===== config.mk =====
export PLATFORM = sky130hd
export DESIGN_NAME = dmem_access_unit_flat
export DESIGN_NICKNAME = d
export VERILOG_FILES = /design/src/rtl/dmem_access_unit_if.sv /design/src/rtl/dmem_access_unit.sv /design/src/flat_wrapper.sv
export SDC_FILE = /design/constraint.sdc
export NUM_CORES = 1
export LEC_CHECK = 0
export ABC_AREA = 1
export CAP_MARGIN = 10
export CORE_UTILIZATION = 46
export DETAILED_ROUTE_END_ITERATION = 7
export GPL_TIMING_DRIVEN = 1
export PLACE_DENSITY = 0.84
export SLEW_MARGIN = 20
export SYNTH_ARGS = -nofsm -noshare
export SYNTH_HDL_FRONTEND = slang
export SYNTH_SLANG_ARGS = --single-unit

===== constraint.sdc =====
create_clock -name clock -period 3.4 [get_ports clock]
set_input_delay 0.68 -clock clock [delete_from_list [all_inputs] [get_ports clock]]
set_output_delay 0.68 -clock clock [all_outputs]
set_load 0.01 [all_outputs]

===== src/rtl/dmem_access_unit_if.sv =====
// Data-memory bus between the MEM-stage access unit (master) and the memory (slave).
// The request side is registered by the master and held stable while mem_req_o is high.
interface dmem_access_unit_if;
   logic        mem_req_o;
   logic        mem_we_o;
   logic [31:0] mem_addr_o;
   logic [31:0] mem_wdata_o;
   logic        mem_ack_i;
   logic [31:0] mem_rdata_i;
   logic        mem_err_i;

   modport master (
      output mem_req_o, mem_we_o, mem_addr_o, mem_wdata_o,
      input  mem_ack_i, mem_rdata_i, mem_err_i
   );

   modport slave (
      input  mem_req_o, mem_we_o, mem_addr_o, mem_wdata_o,
      output mem_ack_i, mem_rdata_i, mem_err_i
   );
endinterface


===== src/rtl/dmem_access_unit.sv =====
// MEM-stage data-memory access controller. Runs one LW/SW at a time over a
// req/ack bus, stalls the pipeline until the access resolves and reports
// misalignment, timeout and bus-error faults in a single-cycle DONE state.
module dmem_access_unit #(
   parameter logic [6:0] OPC_LW  = 7'b0000011,
   parameter logic [6:0] OPC_SW  = 7'b0100011,
   parameter int         TIMEOUT = 64
) (
   input  logic                       clock,
   input  logic                       reset,
   input  logic                       valid_i,
   input  logic [6:0]                 opcode_i,
   input  logic [31:0]                addr_i,
   input  logic [31:0]                store_data_i,
   output logic                       stall_o,
   output logic [31:0]                dmem_data_o,
   output logic                       fault_o,
   output logic [1:0]                 fault_cause_o,
   dmem_access_unit_if.master         mem
);

   localparam int             CW       = $clog2(TIMEOUT + 1);
   localparam logic [CW-1:0]  CNT_LAST = CW'(TIMEOUT - 1);

   localparam logic [1:0] CAUSE_NONE  = 2'b00;
   localparam logic [1:0] CAUSE_ALIGN = 2'b01;
   localparam logic [1:0] CAUSE_TMO   = 2'b10;
   localparam logic [1:0] CAUSE_BUS   = 2'b11;

   typedef enum logic [1:0] {
      S_IDLE = 2'd0,
      S_WAIT = 2'd1,
      S_DONE = 2'd2
   } state_t;

   state_t         state_q, state_d;
   logic [CW-1:0]  cnt_q, cnt_d;
   logic           req_q, req_d;
   logic           we_q, we_d;
   logic [31:0]    addr_q, addr_d;
   logic [31:0]    wdata_q, wdata_d;
   logic [31:0]    dmem_q, dmem_d;
   logic           fault_q, fault_d;
   logic [1:0]     cause_q, cause_d;

   logic           is_mem;
   logic           aligned;
   logic           ack_seen;

   assign is_mem   = valid_i && ((opcode_i == OPC_LW) || (opcode_i == OPC_SW));
   assign aligned  = (addr_i[1:0] == 2'b00);
   // Acks only count while a request is actually outstanding.
   assign ack_seen = req_q && mem.mem_ack_i;

   // Next-state and registered-output logic for the access FSM.
   always_comb begin
      state_d = state_q;
      cnt_d   = cnt_q;
      req_d   = req_q;
      we_d    = we_q;
      addr_d  = addr_q;
      wdata_d = wdata_q;
      dmem_d  = dmem_q;
      cause_d = CAUSE_NONE;
      fault_d = 1'b0;

      unique case (state_q)
         S_IDLE: begin
            if (is_mem) begin
               if (aligned) begin
                  req_d   = 1'b1;
                  we_d    = (opcode_i == OPC_SW);
                  addr_d  = addr_i;
                  wdata_d = store_data_i;
                  cnt_d   = '0;
                  state_d = S_WAIT;
               end else begin
                  cause_d = CAUSE_ALIGN;
                  state_d = S_DONE;
               end
            end
         end
         S_WAIT: begin
            if (ack_seen) begin
               req_d   = 1'b0;
               if (!we_q) begin
                  dmem_d = mem.mem_rdata_i;
               end
               cause_d = mem.mem_err_i ? CAUSE_BUS : CAUSE_NONE;
               state_d = S_DONE;
            end else if (cnt_q == CNT_LAST) begin
               req_d   = 1'b0;
               if (!we_q) begin
                  dmem_d = '0;
               end
               cause_d = CAUSE_TMO;
               state_d = S_DONE;
            end else begin
               cnt_d = cnt_q + CW'(1);
            end
         end
         S_DONE: begin
            state_d = S_IDLE;
         end
         default: begin
            state_d = S_IDLE;
         end
      endcase

      fault_d = (cause_d != CAUSE_NONE);
   end

   // State, counter and all registered outputs; reset abandons any request.
   always_ff @(posedge clock or negedge reset) begin
      if (!reset) begin
         state_q <= S_IDLE;
         cnt_q   <= '0;
         req_q   <= 1'b0;
         we_q    <= 1'b0;
         addr_q  <= '0;
         wdata_q <= '0;
         dmem_q  <= '0;
         fault_q <= 1'b0;
         cause_q <= CAUSE_NONE;
      end else begin
         state_q <= state_d;
         cnt_q   <= cnt_d;
         req_q   <= req_d;
         we_q    <= we_d;
         addr_q  <= addr_d;
         wdata_q <= wdata_d;
         dmem_q  <= dmem_d;
         fault_q <= fault_d;
         cause_q <= cause_d;
      end
   end

   // Stall is combinational and forced low while reset is asserted.
   assign stall_o = reset && (((state_q == S_IDLE) && is_mem) || (state_q == S_WAIT));

   assign dmem_data_o     = dmem_q;
   assign fault_o         = fault_q;
   assign fault_cause_o   = cause_q;
   assign mem.mem_req_o   = req_q;
   assign mem.mem_we_o    = we_q;
   assign mem.mem_addr_o  = addr_q;
   assign mem.mem_wdata_o = wdata_q;

endmodule


===== src/flat_wrapper.sv =====
// flat-port wrapper written by rule: the top's interface ports become plain ports
module dmem_access_unit_flat 
#(
   parameter logic [6:0] OPC_LW  = 7'b0000011,
   parameter logic [6:0] OPC_SW  = 7'b0100011,
   parameter int         TIMEOUT = 64
)
  (clock, reset, valid_i, opcode_i, addr_i, store_data_i, stall_o, dmem_data_o, fault_o, fault_cause_o, mem_mem_req_o, mem_mem_we_o, mem_mem_addr_o, mem_mem_wdata_o, mem_mem_ack_i, mem_mem_rdata_i, mem_mem_err_i);
  dmem_access_unit_if mem_i ();
  input  logic clock;
  input  logic reset;
  input  logic valid_i;
  input  logic [6:0] opcode_i;
  input  logic [31:0] addr_i;
  input  logic [31:0] store_data_i;
  output logic stall_o;
  output logic [31:0] dmem_data_o;
  output logic fault_o;
  output logic [1:0] fault_cause_o;
  output wire logic [$bits(mem_i.mem_req_o)-1:0] mem_mem_req_o;
  output wire logic [$bits(mem_i.mem_we_o)-1:0] mem_mem_we_o;
  output wire logic [$bits(mem_i.mem_addr_o)-1:0] mem_mem_addr_o;
  output wire logic [$bits(mem_i.mem_wdata_o)-1:0] mem_mem_wdata_o;
  input wire logic [$bits(mem_i.mem_ack_i)-1:0] mem_mem_ack_i;
  input wire logic [$bits(mem_i.mem_rdata_i)-1:0] mem_mem_rdata_i;
  input wire logic [$bits(mem_i.mem_err_i)-1:0] mem_mem_err_i;
  assign mem_mem_req_o = mem_i.mem_req_o;
  assign mem_mem_we_o = mem_i.mem_we_o;
  assign mem_mem_addr_o = mem_i.mem_addr_o;
  assign mem_mem_wdata_o = mem_i.mem_wdata_o;
  assign mem_i.mem_ack_i = mem_mem_ack_i;
  assign mem_i.mem_rdata_i = mem_mem_rdata_i;
  assign mem_i.mem_err_i = mem_mem_err_i;
  dmem_access_unit #(.OPC_LW(OPC_LW), .OPC_SW(OPC_SW), .TIMEOUT(TIMEOUT)) u_core (.clock(clock), .reset(reset), .valid_i(valid_i), .opcode_i(opcode_i), .addr_i(addr_i), .store_data_i(store_data_i), .stall_o(stall_o), .dmem_data_o(dmem_data_o), .fault_o(fault_o), .fault_cause_o(fault_cause_o), .mem(mem_i));
endmodule

==> impl_metrics.json, run 1 <==
{
  "status": "finished clean",
  "synth_nets": 689,
  "worstMarginPinSlew_ns": 0.828,
  "required_ns": 2.72,
  "hold_violations": 0,
  "dr_wl_met3_um": 1050,
  "place_worst_setup_slack_ns": 0.368,
  "clk_pin_slew_ns": 0.11,
  "crit_path_max_fanout": 4,
  "port_buffers": 209,
  "netlist_instances": 580,
  "die_area_mm2": 0.0110,
  "clock_path_buffers": 2,
  "grt-ovfl-total": 0,
  "yosysSeqAreaShare_pct": 56.7,
  "synth_area_mm2": 0.00485,
  "grt_start_max_net_pins": 67,
  "num_rows": 37,
  "final_cell_mix": "clkdlybuf4s50_1, nand2_1, inv_1, dfrtp_1, o21ai_0",
  "first_pass_iters": 4,
  "relSlewSlack_pct": 44.8,
  "cts_hold_buffers": 0,
  "setup_viol": 0,
  "avgSynthCellArea_um2": 8.36,
  "yosys_warnings": 0,
  "grt_pass1_wl_um": 19700,
  "crit_slowest_cell": "clkdlybuf4s50_1",
  "synth-edff-count": 0,
  "finalWorstSetupSlack_ns": 0.376,
  "top_layer_used": "met4",
  "hold_path.class": "primary input to asynchronous set/reset pin",
  "synth_xor_xnor_area_share_pct": 0,
  "cts.sinks": 110,
  "r2r_cells": 7,
  "wire_per_inst_um": 12.8,
  "htreeDepth": 3,
  "synth_cell_types": 25,
  "fillers": 796,
  "critPathTopFamily": "buffers and inverters",
  "synth_fa_ha_area_share_pct": 0.258,
  "power_leakage_uw": 0.00376,
  "rsz0062_at_grt": "no",
  "die_w_um": 105,
  "insertion_delay_ns": 0.37,
  "end_kind": "output pin",
  "antenna_found_initial": 0,
  "vias_per_cell": 4.66,
  "rrSetupSlack_ns": 1.40,
  "cts_buffers": 9,
  "async_reset_ff_share_pct": 100,
  "drv_slew": 0,
  "post-cts-setup-buffers": 0,
  "gp_congestion": 0.783,
  "dr.first_iter.drc_count": 237,
  "critPathBufInv": 2,
  "dpl.hpwl_um": 8820,
  "yosys.area_share.simple_pct": 18.1,
  "drv_cap": 0,
  "vias": 4310,
  "cp_cell_sequence": "clkdlybuf4s50_1, nand2_1, nor2_2, nand2_2, nand2_1, and3_1, clkdlybuf4s50_1",
  "cts_tree": "yes",
  "r2r-start": "u_core.cnt_q[0]$_DFFE_PN0P_",
  "grt_pass1_vias": 4364,
  "drt-met1-wl_um": 4780,
  "synth-compound-area-share_pct": 11.1,
  "diodes": 0,
  "ys_seq_elements": 110,
  "ant_nets": 0,
  "ir_drop_mv": 0.273,
  "rr_endpoint": "u_core.dmem_data_o[17]$_DFFE_PN0P_",
  "ios": 210,
  "start_kind": "primary input",
  "grt_usage_pct": 22.3,
  "fin_tns_setup_ns": 0,
  "final_common_cell": "clkdlybuf4s50_1",
  "root_buffer": "clkbuf_8",
  "initial_core_util_pct": 47.2,
  "synth_mux_area_share_pct": 0,
  "die_y_um": 105,
  "crit_arrival_ns": 2.34,
  "slowest_delay_ns": 0.53,
  "fmax_ghz": 0.331,
  "drive_above_1_share_pct": 10.4,
  "worstSetupPathType": "primary input to output pin",
  "core-area_mm2": 0.0103,
  "placed_cells": 909,
  "syn2layout_area_growth_pct": 49.5,
  "period_needed_ns": 3.02,
  "ys.flop_type": "dfrtp_1",
  "finClkSkew_ns": 0.0146,
  "wl_um": 11900,
  "met2_length_um": 5830,
  "min_period_over_period_pct": 88.9,
  "whs_ns": 0.385,
  "synth_top_family_by_area": "simple AND/OR/NAND/NOR gates",
  "drc_errors": 0,
  "fin_nets": 893,
  "p_per_area_mw_per_mm2": 387,
  "final_cells": 925,
  "post_cts_resized": 0
}
## cells in the mapped netlist, types with 2 or more instances
cell | number | area share (%)
nand3_1 | 12 | 1.2
nor2_2 | 3 | 0.39
inv_2 | 30 | 2.3
nand4_1 | 2 | 0.26
o21ai_0 | 57 | 5.9
clkbuf_1 | 3 | 0.23
o21ai_2 | 10 | 1.8
nand2_1 | 155 | 12
nor2_1 | 15 | 1.2
nand2_2 | 13 | 1.7
clkbuf_2 | 2 | 0.21
nor2_4 | 2 | 0.46
dfrtp_1 | 110 | 57
inv_1 | 112 | 8.7
o21ai_1 | 29 | 3.0
buf_6 | 4 | 0.93
buf_2 | 13 | 1.3
## power by group
part,leakage [uW],switching [uW],internal (uW)
clock,0.000101,455,356
sequential,0.00150,51.4,1390
combinational,0.00216,250,305
## layout make-up
class                      count  area [um2]  area share, %
inverter                     143         537           7.40
multi-input combinational    305        1430           19.7
clock buffer                  10         128           1.76
clock inverter                 6        77.6           1.07
sequential                   110        2750           37.9
timing repair buffer         215        2160           29.8
tap                          136         170           2.35
## cell families (layout without fill, tap and decap cells)
family,Yosys count,in the layout
compound gates,99,99
simple gates,205,205
fa+ha+maj,1,1
flops,110,110
buf+inv,165,374
## per-stage QoR
step | utilization [%] | power, uW | instance area, um2
after detailed placement | 68.6 | 2030 | 7050
after floorplan | - | 1660 | 4850
after global routing | 70.6 | 2950 | 7250
after global placement | 68.6 | 2010 | 7050
after CTS | 70.6 | 2840 | 7250
final | 70.6 | 2810 | 7250
## worst max path at each step
stage | cells after the start | start | slack, ns | to
3_5_place_dp | 7 | opcode_i[1] | 0.37 | stall_o
2_1_floorplan | 6 | opcode_i[6] | 1.42 | stall_o
3_3_place_gp | 7 | opcode_i[1] | 0.43 | stall_o
5_1_grt | 7 | opcode_i[0] | 0.32 | stall_o
4_1_cts | 7 | opcode_i[1] | 0.37 | stall_o
6_report | 7 | opcode_i[1] | 0.38 | stall_o
## layer usage
layer	vias up	GRT usage, %
li1	2126	-
met5	-	0
met3	16	7.05
met1	2005	26.3
met2	163	38.5
met4	0	7.44
## flip-flops by register name (all words and copies together) (netlist names)
name                    cells
u_core.cnt_q                7
u_core.dmem_data_o         32
u_core.fault_cause_o        2
u_core.fault_o              1
u_core.mem.mem_addr_o      32
u_core.mem.mem_req_o        1
u_core.mem.mem_wdata_o     32
u_core.mem.mem_we_o         1
u_core.state_q              2
## worst register-to-register path, cell delays in order, from the launching register on
cell     delay (ns)
dfrtp_1        0.45
ha_1           0.22
nand2_1        0.09
nor2_2         0.13
nand2_1        0.08
nand2_1        0.11
nand3_4        0.46
o21ai_0        0.38
No activity file was read; power rests on OpenSTA's default activity.
==> inputs of run 2 (changes only) <==
TNS_END_PERCENT = 50   (was not set)
==> results of run 2 <==
No change in the layout: final DEF, timing and power equal those of run 1.
